### src/rtl/fifo_ram_ctrl.sv
// fifo_ram_ctrl: pointer/flag controller for a synchronous FIFO built on a
// dual-port RAM. Port 0 is the write port and port 1 is the read port. The
// RAM output register acts as the head stage, which gives first-word-fall-
// through behaviour at one word per cycle.
//
// Ports:
//   clk, rst_n              clock, asynchronous active-low reset
//   wr_valid/wr_ready       push handshake, data on wr_data
//   rd_valid/rd_ready       pop handshake, head word on rd_data (= ram_rdata)
//   count, empty, full      occupancy (RAM words plus head stage)
//   ovf, udf, clr_err       sticky push-overflow and pop-underflow flags, sync clear
//   ram_*_0                 RAM write port (addr, ce, we=1, wdata)
//   ram_*_1, ram_rdata      RAM read port (addr, ce, we=0, rdata)
//   ram_full                RAM-level full (every RAM word occupied)
module fifo_ram_ctrl #(
    parameter int unsigned DATA_WIDTH = 8,
    parameter int unsigned ADDR_WIDTH = 8
) (
    input  logic                  clk,
    input  logic                  rst_n,
    input  logic                  wr_valid,
    output logic                  wr_ready,
    input  logic [DATA_WIDTH-1:0] wr_data,
    output logic                  rd_valid,
    input  logic                  rd_ready,
    output logic [DATA_WIDTH-1:0] rd_data,
    output logic [ADDR_WIDTH:0]   count,
    output logic                  empty,
    output logic                  full,
    output logic                  ovf,
    output logic                  udf,
    input  logic                  clr_err,
    output logic [ADDR_WIDTH-1:0] ram_addr_0,
    output logic                  ram_ce_0,
    output logic                  ram_we_0,
    output logic [DATA_WIDTH-1:0] ram_wdata_0,
    output logic [ADDR_WIDTH-1:0] ram_addr_1,
    output logic                  ram_ce_1,
    output logic                  ram_we_1,
    input  logic [DATA_WIDTH-1:0] ram_rdata,
    output logic                  ram_full
);

    localparam int unsigned RAM_DEPTH = 1 << ADDR_WIDTH;
    localparam int unsigned CNT_W     = ADDR_WIDTH + 1;
    localparam logic [CNT_W-1:0] RAM_DEPTH_C = CNT_W'(RAM_DEPTH);
    localparam logic [CNT_W-1:0] FULL_C      = CNT_W'(RAM_DEPTH + 1);

    typedef enum logic {
        HEAD_EMPTY = 1'b0,
        HEAD_VALID = 1'b1
    } head_state_e;

    logic [ADDR_WIDTH-1:0] wr_ptr_q, wr_ptr_d;
    logic [ADDR_WIDTH-1:0] rd_ptr_q, rd_ptr_d;
    logic [CNT_W-1:0]      ram_cnt_q, ram_cnt_d;
    head_state_e           head_q, head_d;
    logic                  ovf_q, ovf_d;
    logic                  udf_q, udf_d;
    logic [1:0]            rst_sync_q, rst_sync_d;

    logic head_valid;
    logic push;
    logic pop;
    logic fetch;

    // Release pushes only after reset deassertion has been retimed to clk.
    assign rst_sync_d = {rst_sync_q[0], 1'b1};

    // Handshake decode; ready depends only on registered state.
    assign head_valid = (head_q == HEAD_VALID);
    assign wr_ready   = rst_sync_q[1] && (ram_cnt_q < RAM_DEPTH_C);
    assign push       = wr_valid && wr_ready;
    assign pop        = head_valid && rd_ready;
    // Refill the head whenever it is empty or being consumed this cycle.
    assign fetch      = (ram_cnt_q != '0) && (!head_valid || rd_ready);

    // Next-state logic for pointers, counters, head FSM and error flags.
    always_comb begin
        wr_ptr_d  = wr_ptr_q;
        rd_ptr_d  = rd_ptr_q;
        ram_cnt_d = ram_cnt_q;
        head_d    = head_q;
        ovf_d     = ovf_q;
        udf_d     = udf_q;

        if (push) begin
            wr_ptr_d = wr_ptr_q + ADDR_WIDTH'(1);
        end
        if (fetch) begin
            rd_ptr_d = rd_ptr_q + ADDR_WIDTH'(1);
        end
        ram_cnt_d = ram_cnt_q + CNT_W'(push) - CNT_W'(fetch);

        case (head_q)
            HEAD_EMPTY: if (fetch) head_d = HEAD_VALID;
            HEAD_VALID: if (pop && !fetch) head_d = HEAD_EMPTY;
            default:    head_d = HEAD_EMPTY;
        endcase

        // A new error in the same cycle as clr_err keeps the flag set.
        if (clr_err) begin
            ovf_d = 1'b0;
            udf_d = 1'b0;
        end
        if (wr_valid && !wr_ready) begin
            ovf_d = 1'b1;
        end
        if (rd_ready && !head_valid) begin
            udf_d = 1'b1;
        end
    end

    // State registers.
    always_ff @(posedge clk or negedge rst_n) begin
        if (!rst_n) begin
            wr_ptr_q   <= '0;
            rd_ptr_q   <= '0;
            ram_cnt_q  <= '0;
            head_q     <= HEAD_EMPTY;
            ovf_q      <= 1'b0;
            udf_q      <= 1'b0;
            rst_sync_q <= '0;
        end else begin
            wr_ptr_q   <= wr_ptr_d;
            rd_ptr_q   <= rd_ptr_d;
            ram_cnt_q  <= ram_cnt_d;
            head_q     <= head_d;
            ovf_q      <= ovf_d;
            udf_q      <= udf_d;
            rst_sync_q <= rst_sync_d;
        end
    end

    // User-side status.
    assign rd_valid = head_valid;
    assign rd_data  = ram_rdata;
    assign count    = ram_cnt_q + CNT_W'(head_valid);
    assign empty    = (count == '0);
    assign full     = (count == FULL_C);
    assign ovf      = ovf_q;
    assign udf      = udf_q;

    // RAM ports; fetch needs ram_cnt>0 and write needs ram_cnt<depth, so the
    // two ports never address the same word in one cycle.
    assign ram_addr_0  = wr_ptr_q;
    assign ram_ce_0    = push;
    assign ram_we_0    = 1'b1;
    assign ram_wdata_0 = wr_data;
    assign ram_addr_1  = rd_ptr_q;
    assign ram_ce_1    = fetch;
    assign ram_we_1    = 1'b0;
    assign ram_full    = (ram_cnt_q == RAM_DEPTH_C);

endmodule

### config.mk
export PLATFORM = sky130hd
export DESIGN_NAME = fifo_ram_ctrl
export DESIGN_NICKNAME = d
export VERILOG_FILES = /design/src/rtl/fifo_ram_ctrl.sv
export SDC_FILE = /design/constraint.sdc
export NUM_CORES = 1
export LEC_CHECK = 0
export CORE_ASPECT_RATIO = 0.75
export CORE_MARGIN = 10
export CORE_UTILIZATION = 44
export DETAILED_ROUTE_END_ITERATION = 16
export PLACE_DENSITY = 0.76
export SLEW_MARGIN = 5
export SYNTH_ARGS = -nofsm -noshare
export SYNTH_HDL_FRONTEND = slang
export SYNTH_SLANG_ARGS = --single-unit
### constraint.sdc
create_clock -name clk -period 3.25 [get_ports clk]
set_input_delay 0.65 -clock clk [delete_from_list [all_inputs] [get_ports clk]]
set_output_delay 0.65 -clock clk [all_outputs]
set_load 0.05 [all_outputs]
==> summary.md, run 1 <==
| Metric | Value |
|---|---|
| Seq/Total Area, Yosys | 38.7% |
| Inserted Diodes | 0 |
| Yosys Warn Count | 0 |
| Post-route cell area | 2470 um^2 |
| Area leader, netlist | dfrtp_1 |
| # hold bufs at CTS | 0 |
| Remaining DRCs | 0 |
| Synth-to-Final Area Change | 27.4% |
| Die Y | 77.5 um |
| Worst Skew | 0.00945 ns |
| Most used flip-flop cell after synthesis | dfrtp_1 |
| Core Box Area | 4150 um^2 |
| Total GRT Usage | 11.0% |
| Synth area leaders | dfrtp_1 (39%), ha_1 (14%), xnor2_1 (9.0%), buf_4 (7.0%), inv_1 (3.9%) |
| Crit start category | register |
| Multi-input gate area | between 1000 and 1500 um^2 |
| Max-slew violations | 0 |
| FILL cells | ~390 |
| Run status | finished clean |
| Clock-pin slew on the worst setup and hold paths | 0.07 ns |
| RSZ-0062 raised after global routing | no |
| Register Area | 752 um^2 |
| Setup crit end kind | output port |
| First-pass GRT wire length | about 6800 um |
| Row count | 20 |
| DR vias/cell | 5.00 |
| Num CTS Buffers | 5 |
| Final setup vio count | 0 |
| Setup TNS | 0 ns |
| DR WL/cell | 14.9 um |
| Most common library cell in the layout ignoring fill and taps | clkdlybuf4s50_1 |
| Post-synthesis cell count | 189 |
| Crit Path Max Fanout | 4 |
| GP Congestion | about 0.81 |
| Slew margin rel. | about 65% |
| Final nets | 262 |
| Mean Syn Cell Area | 10.3 um^2 |
| Grt ovf | 0 |
| Largest net degree at the start of global routing | 21 |
| ANT nets after route | 0 |
| I/O pins | 73 |
| Post-synth top area share | 38.7% |
| Initial DRC count | 45 |
| Async set-reset flop share out of synthesis | 100% |
| Hold Crit Depth | 0 |
| Number of global-route vias before repair | 1,397 |
| Dpl hpwl | ~3300 um |
| WS Path Type | register to output port |
| Fin crit period | about 3 ns |
| Period utilization | 95.1% |
| Post-CTS resize count | 0 |
| DRT Wirelength | 4070 um |
| DR pass1 iterations | 4 |
| Mapped Area | approximately 1900 um^2 |
| Final hold viol count | 0 |
| Register bit count reported by yosys | 30 |
| Post-CTS Setup Inserts | 0 |
| Clk_lat worst skew | 0.29 ns |
| Die width | between 90 and 100 um |
| Number of synthesized flops with an enable pin | 0 |
| Max Root-Sink Buffers | 2 |
| H-tree depth | 2 |
| CTS root buffer | clkbuf_8 |
| Commonest non-fill, non-tap cells in the layout | clkdlybuf4s50_1 (34), dfrtp_1 (29), ha_1 (22) |
| HP Class | register to register |
| Reg2reg path depth | 13 |
| Yosys cell types | 35 |
| CP arrival | 2.44 ns |
| MaxCap Viol Count | 0 |
| Initial antenna violation count | 0 |
| Fmax | ~320 MHz |
| CTS Sinks | 30 |
| Placed instance area | ~2300 um^2 |
| Die area | 7490 um^2 |
| Vias | about 1,400 |
| CP required | 2.60 ns |
| Share of cells above drive strength 1 | 11.4% |
| PortBufs | 38 |
| Worst-margin pin slew | 0.522 ns |
| CTS tree | yes |
| Effective utilization at floorplan | 46.7% |
## state kept, by name, indices dropped and copies added (netlist names)
signal      flops
ram_addr_0      8
ram_cnt_q       9
ovf             1
ram_addr_1      8
udf             1
rst_sync_q      2
rd_valid        1
## cells by family (layout without fill, tap and decap cells)
logic type	count (synthesis)	count (layout)	synth area share [%]
other	2	3	0.387
AND/OR/NAND/NOR	46	46	14.2
XOR/XNOR	28	28	12.6
adder cells (fa/ha/maj)	23	23	15.2
multiplexers	2	2	1.16
buffers and inverters	39	68	11.1
flip-flops	30	30	38.7
AO/OA/AOI/OAI	19	19	6.58
## per-layer routing
layer	up-vias	wire length (um)	GRT usage (%)
met4	0	42	2.94
met5	-	0	0
li1	670	-	-
met2	39	1670	16.5
met1	654	1980	13.2
met3	6	375	6.19
## worst paths after layout
kind / from / slack (ns) / end
min in group asynchronous: rst_n / 0.70 / ram_cnt_q[8]
max reg2reg: ram_cnt_q[6] / 0.39 / ram_cnt_q[6]
max: ram_cnt_q[0] / 0.16 / count[8]
max in group asynchronous: rst_n / 1.89 / ram_addr_0[3]
min reg2reg: rst_sync_q[0] / 0.36 / rst_sync_q[1]
min: rst_sync_q[0] / 0.36 / rst_sync_q[1]
## layout make-up
class                      count  share of cell area [%]
inverter                      20                    3.04
tap                           55                    2.79
timing repair buffer          40                    16.6
multi-input combinational    121                    41.3
sequential                    30                    30.4
clock buffer                   6                    3.34
clock inverter                 2                    2.43
## synth_stat cells, types with 2 or more instances
master,n
dfrtp_1,30
and3_1,3
o21ai_0,3
o21bai_1,2
xor2_1,8
nand3_1,4
nor2_1,4
a21oi_1,5
o22ai_1,2
mux2_2,2
nand2_1,9
conb_1,2
nor2b_1,4
ha_1,22
nor3_1,2
nand4_1,9
buf_4,18
inv_1,20
nand2b_1,4
xnor2_1,20
a211oi_1,2
## critical path, cell delays in order, from the launching register on
cell and delay [ns]:
dfrtp_1 0.38, ha_1 0.23, ha_1 0.26, nand4_1 0.17
xnor2_2 0.26, clkdlybuf4s50_1 0.86
## metrics by stage
step,util (%),hold WS [ns],setup WS [ns],std cells
after floorplan,-,0.331,0.0158,190
after global placement,56.0,0.335,0.264,266
after detailed placement,56.0,0.344,0.215,266
after CTS,59.5,0.358,0.139,274
after global routing,59.5,0.364,0.0538,274
final,59.5,0.356,0.161,274
Power of run 1 is not shown: default switching activity piles up to over one toggle a cycle in this logic, so the estimate is an artifact.
==> inputs of run 2 (changes only) <==
--- a/config.mk
+++ b/config.mk
@@ -9,6 +9,7 @@
 export CORE_MARGIN = 10
 export CORE_UTILIZATION = 44
 export DETAILED_ROUTE_END_ITERATION = 16
+export GPL_TIMING_DRIVEN = 0
 export PLACE_DENSITY = 0.76
 export SLEW_MARGIN = 5
 export SYNTH_ARGS = -nofsm -noshare
==> run 2 against run 1 <==
Clock-buffer cell count up 1. Final cell count is 13% higher. Worst setup slack lost 0.048 ns. Clock skew fell by 0.0046 ns.
==> summary.md, run 2 (synthesis gave the netlist of run 1 again) <==
| Metric | Value |
|---|---|
| CTS Sinks | 30 |
| DP Worst Slack | -0.134 ns |
| Die Y | between 70 and 80 um |
| CTS root buffer | clkbuf_8 |
| CP arrival | 2.49 ns |
| Inserted Diodes | 0 |
| Total power | 3110 uW |
| Delay-heaviest family, CP | simple AND/OR/NAND/NOR gates |
| Slowest library cell on the worst path | or4b_4 |
| WS Path Type | register to output port |
| Commonest non-fill, non-tap cells in the layout | clkdlybuf4s50_1 (50), dfrtp_1 (28), ha_1 (22) |
| Slew margin rel. | 54.6% |
| # hold bufs at CTS | 0 |
| DR WL/cell | 14.9 um |
| Core Box Area | 4150 um^2 |
| Num CTS Buffers | 5 |
| Crit start category | register |
| MaxCap Viol Count | 0 |
| Most common library cell in the layout ignoring fill and taps | clkdlybuf4s50_1 |
| DR pass1 iterations | 4 |
| H-tree depth | 2 |
| First-pass GRT wire length | 7620 um |
| Max FFs per register | 9 |
| Die width | 96.7 um |
| Largest net degree at the start of global routing | 31 |
| Share of cells above drive strength 1 | between 15 and 20% |
| Effective utilization at floorplan | 46.7% |
| Max Root-Sink Buffers | 2 |
| I/O pins | 73 |
| Max incr delay on CP | around 0.58 ns |
| Final nets | between 200 and 300 |
| Worst Skew | 0.00486 ns |
| Final setup vio count | 0 |
| Crit Path Max Fanout | 4 |
| Final Worst Setup Slack | ~0.11 ns |
| Initial antenna violation count | 0 |
| Setup crit end kind | output port |
| FILL cells | 363 |
| Number of global-route vias before repair | 1,554 |
| Vias | ~1,500 |
| Die area | roughly 7500 um^2 |
| DRT Wirelength | 4590 um |
| Max-slew violations | 0 |
| Fin crit period | ~3.1 ns |
| Synth-to-Final Area Change | 38.8% |
| CP cell instances | ha_1 -> ha_1 -> nand3_2 -> xnor2_2 -> or4b_4 -> nor3_4 -> buf_2 |
| Row count | 20 |
| CTS tree | yes |
| Leak | ~0.0013 uW |
| Fmax | 319 MHz |
| Register Area | 753 um^2 |
| WP buf/inv | 1 |
| Multi-input gate area | 1020 um^2 |
| Total GRT Usage | 12.2% |
| CP required | 2.60 ns |
| Worst-margin pin slew | 0.681 ns |
| Initial DRC count | 61 |
| Grt ovf | 0 |
| Period utilization | 96.6% |
| DR vias/cell | approximately 5 |
| Cell mode on critical path | ha_1 |
| Pwr Density | about 1200 nW/um^2 |
| Clock-pin slew on the worst setup and hold paths | 0.07 ns |
| Most flops, register | ram_cnt_q |
| Run status | finished clean |
| Remaining DRCs | 0 |
| Fin util | 64.8% |
| VDD IR max | 0.875 mV |
| HP Class | register to register |
| Clk_lat worst skew | 0.29 ns |
| Dpl hpwl | 3700 um |
| RSZ-0062 raised after global routing | no |
| PortBufs | 54 |
| GP Congestion | 0.807 |
| Hold Slack | 0.353 ns |
| Final hold viol count | 0 |
| ANT nets after route | 0 |
## run 2: what timing repair did
| item | CTS | global route |
|---|---|---|
| endpoints found under the setup margin | 2 | 5 |
| setup buffers | 0 | 2 |
| pin swaps | 0 | 1 |
| resized for setup | 8 | 4 |
## run 2: stage by stage
step	cell area [um^2]	TNS, ns	std cells
after floorplan	1990	0	190
after global placement	2600	-0.245	299
after detailed placement	2590	-0.351	299
after CTS	2680	0	307
after global routing	2690	0	309
final	2690	0	309
## run 2: routing by layer
layer / vias up / share of wire, % / global-route usage (%)
met5: - / 0 / 0
met4: 0 / 1.3 / 4.41
met3: 5 / 9.6 / 6.28
met2: 53 / 45 / 18.7
met1: 706 / 44 / 14.4
li1: 744 / - / -
## run 2: final timing paths
check	depth (start not counted)	startpoint	slack, ns	endpoint
min reg2reg	0	rst_sync_q[0]	0.35	rst_sync_q[1]
min	0	rst_sync_q[0]	0.35	rst_sync_q[1]
max	7	ram_cnt_q[0]	0.11	full
min in group asynchronous	1	rst_n	0.40	rst_sync_q[0]
max reg2reg	13	ram_cnt_q[3]	0.27	ram_cnt_q[6]
max in group asynchronous	1	rst_n	2.37	rd_valid
## run 2: where the power goes
part           switching, uW  leakage [uW]  total [uW]  internal (uW)
logic                   1290      0.000841        2080            796
clock network            143     0.0000482         314            171
registers                186      0.000365         712            526
total                   1620       0.00125        3110           1490
## run 2: layout make-up
cell class                 instances  share of cell area, %
multi-input combinational        121                   37.9
tap                               55                   2.56
clock inverter                     1                  0.186
clock buffer                       7                   3.21
inverter                          20                   2.79
timing repair buffer              56                   20.2
sequential                        30                   28.0
buffer                            19                   5.20
Power figures use the tool's default switching activity.
==> inputs of run 3 (changes only) <==
--- a/config.mk
+++ b/config.mk
@@ -5,12 +5,14 @@
 export SDC_FILE = /design/constraint.sdc
 export NUM_CORES = 1
 export LEC_CHECK = 0
+export ABC_AREA = 1
 export CORE_ASPECT_RATIO = 0.75
 export CORE_MARGIN = 10
-export CORE_UTILIZATION = 44
+export CORE_UTILIZATION = 47
+export CTS_BUF_LIST = sky130_fd_sc_hd__clkbuf_8
 export DETAILED_ROUTE_END_ITERATION = 16
 export GPL_TIMING_DRIVEN = 0
-export PLACE_DENSITY = 0.76
+export PLACE_DENSITY = 0.78
 export SLEW_MARGIN = 5
 export SYNTH_ARGS = -nofsm -noshare
 export SYNTH_HDL_FRONTEND = slang
==> run 3 against run 2 <==
Fmax is 1.8% higher. Global-route usage is 0.61 points higher. Register-to-register slack better by 0.22 ns. Via count is 21% higher. Critical endpoint is now count[8]. Sequential power is 4.1% lower.
==> summary.md, run 3 <==
| Metric | Value |
|---|---|
| Run status | finished clean |
| Dpl hpwl | 4070 um |
| Clock-pin slew on the worst setup and hold paths | 0.07 ns |
| DR pass1 iterations | 4 |
| Worst Skew | 0.00659 ns |
| Number of global-route vias before repair | 1,802 |
| Share of cells above drive strength 1 | between 10 and 15% |
| First-pass GRT wire length | 8380 um |
| DRT Wirelength | 4900 um |
| Period utilization | between 90% and 100% |
| Remaining DRCs | 0 |
| Placed instance area | 2780 um^2 |
| Die area | 7750 um^2 |
| Initial antenna violation count | 0 |
| Largest net degree at the start of global routing | 31 |
| Max-slew violations | 0 |
| Inserted Diodes | 0 |
| DR WL/cell | 12.2 um |
| Most common library cell in the layout ignoring fill and taps | nand2_1 |
| CTS Sinks | 30 |
| Row count | 21 |
| Pwr Density | between 1000 and 1500 nW/um^2 |
| Max FFs per register | 9 |
| Yosys cell types | 25 |
| Fmax | 325 MHz |
| Setup TNS | 0 ns |
| Total GRT Usage | 12.9% |
| Slew margin rel. | 55.6% |
| Mapped Area | 2170 um^2 |
| CP required | 2.60 ns |
| Count leader, synth | nand2_1 |
| Stages on worst setup path | 6 |
| Most flops, register | ram_cnt_q |
| Most used flip-flop cell after synthesis | dfrtp_1 |
| Area leader, netlist | dfrtp_1 |
| Post-synth top area share | between 30% and 40% |
| Leak | 0.00150 uW |
| Async set-reset flop share out of synthesis | 100% |
| FILL cells | between 300 and 400 |
| Worst-margin pin slew | 0.666 ns |
| VDD IR max | between 0.7 and 0.8 mV |
| Die Y | slightly below 80 um |
| Seq/Total Area, Yosys | 34.7% |
| Vias | ~1,800 |
| Reg2reg path depth | 17 |
| Max Root-Sink Buffers | 2 |
| Number of synthesized flops with an enable pin | 0 |
| Fin crit period | 3.08 ns |
| Grt ovf | 0 |
| Clk_lat worst skew | 0.28 ns |
| CTS tree | yes |
| CTS root buffer | clkbuf_8 |
| WP buf/inv | 1 |
| Post-Place Cells | 392 |
| Post-CTS Setup Inserts | 0 |
| Fin util | 64.3% |
| Hold Crit Depth | 0 |
| Synth area leaders | dfrtp_1 (35%), nand2_1 (15%), ha_1 (13%), inv_1 (7.8%), buf_4 (6.2%) |
| Initial DRC count | 71 |
| Synth-to-Final Area Change | 32.6% |
| I/O pins | 73 |
| Die width | ~100 um |
| CP arrival | 2.43 ns |
| Final setup vio count | 0 |
| Post-synthesis cell count | 280 |
| Cell mode on critical path | ha_1 |
| PortBufs | 54 |
| ANT nets after route | 0 |
| HP Class | register to register |
| H-tree depth | 2 |
| Commonest non-fill, non-tap cells in the layout | nand2_1 (85), clkdlybuf4s50_1 (51), inv_1 (45) |
| Final nets | between 300 and 400 |
| Final hold viol count | 0 |
| Effective utilization at floorplan | 48.5% |
| Delay-heaviest family, CP | buffers and inverters |
| WS Path Type | register to output port |
| GP Congestion | roughly 0.80 |
| R2r setup slk | 0.49 ns |
| Yosys Warn Count | 0 |
| Top post-synthesis cells by count | nand2_1 (85), inv_1 (45), dfrtp_1 (30), ha_1 (22), buf_4 (18) |
| DR vias/cell | 4.58 |
| Register bit count reported by yosys | 30 |
| Post-route cell area | 2870 um^2 |
| Num CTS Buffers | 5 |
| Max incr delay on CP | 0.82 ns |
| Slowest library cell on the worst path | clkdlybuf4s50_1 |
| Mean Syn Cell Area | 7.74 um^2 |
| Setup crit end kind | output port |
| CP cell instances | ha_1 -> ha_1 -> nand2_2 -> nor2_4 -> xor2_2 -> clkdlybuf4s50_1 |
| RSZ-0062 raised after global routing | no |
| Core Box Area | 4470 um^2 |
| Crit Path Max Fanout | 5 |
| MaxCap Viol Count | 0 |
| Post-route non-filler standard cell count | 400 |
| Total power | 2990 uW |
| Crit start category | register |
[run 3: changes by cell type in the layout (fill, tap and decap cells not counted), moves of 6 or more]
cell and change:
inv_1 +25, nand3_1 +10, nand4_1 -6, nor2_1 +11
xnor2_1 -8, nand2_1 +76
[run 3: cells by family after synthesis]
family	count (synthesis)	share of synthesized area, %
AO/OA/AOI/OAI	13	3.29
adder cells (fa/ha/maj)	23	13.6
AND/OR/NAND/NOR	128	25.5
other	2	0.347
XOR/XNOR	18	7.63
buffers and inverters	66	14.9
flip-flops	30	34.7
[run 3: power breakdown]
part / switching [uW] / internal (uW)
Clock: 142 / 170
Sequential: 175 / 508
Combinational: 1290 / 703
[run 3: repair_timing]
| action | 4_1_cts | 5_1_grt |
|---|---|---|
| setup endpoints to repair | 2 | 0 |
| hold endpoints to repair | 0 | 0 |
| hold buffers | 0 | 0 |
| resized for setup | 2 | 0 |
[run 3: layer usage]
metal | vias up | global-route usage, % | wire (um)
li1 | 951 | - | -
met1 | 803 | 15.9 | 2200
met2 | 70 | 19.6 | 2090
met3 | 7 | 4.84 | 524
met4 | 0 | 5.57 | 82
met5 | - | 0 | 0
[run 3: final cells by class]
cell class                 instances  area, um^2  share of cell area (%)
buffer                            19         146                    5.10
clock buffer                       6        82.6                    2.88
clock inverter                     2        12.5                   0.436
inverter                          47         176                    6.14
multi-input combinational        185        1100                    38.3
sequential                        30         751                    26.1
tap                               57        71.3                    2.48
timing repair buffer              54         533                    18.6
[run 3: through the flow]
step / setup slack [ns] / hold WS [ns]
finish: 0.169 / 0.351
global route: 0.0400 / 0.370
CTS: 0.142 / 0.354
detailed placement: 0.133 / 0.338
global placement: 0.209 / 0.335
floorplan: 0.0263 / 0.331
[run 3: final timing paths]
kind,endpoint,from
min reg2reg,rst_sync_q[1],rst_sync_q[0]
max reg2reg,ram_cnt_q[8],ram_cnt_q[7]
min in group asynchronous,ram_addr_1[7],rst_n
max in group asynchronous,ram_cnt_q[6],rst_n
max,count[8],ram_cnt_q[0]
min,rst_sync_q[1],rst_sync_q[0]
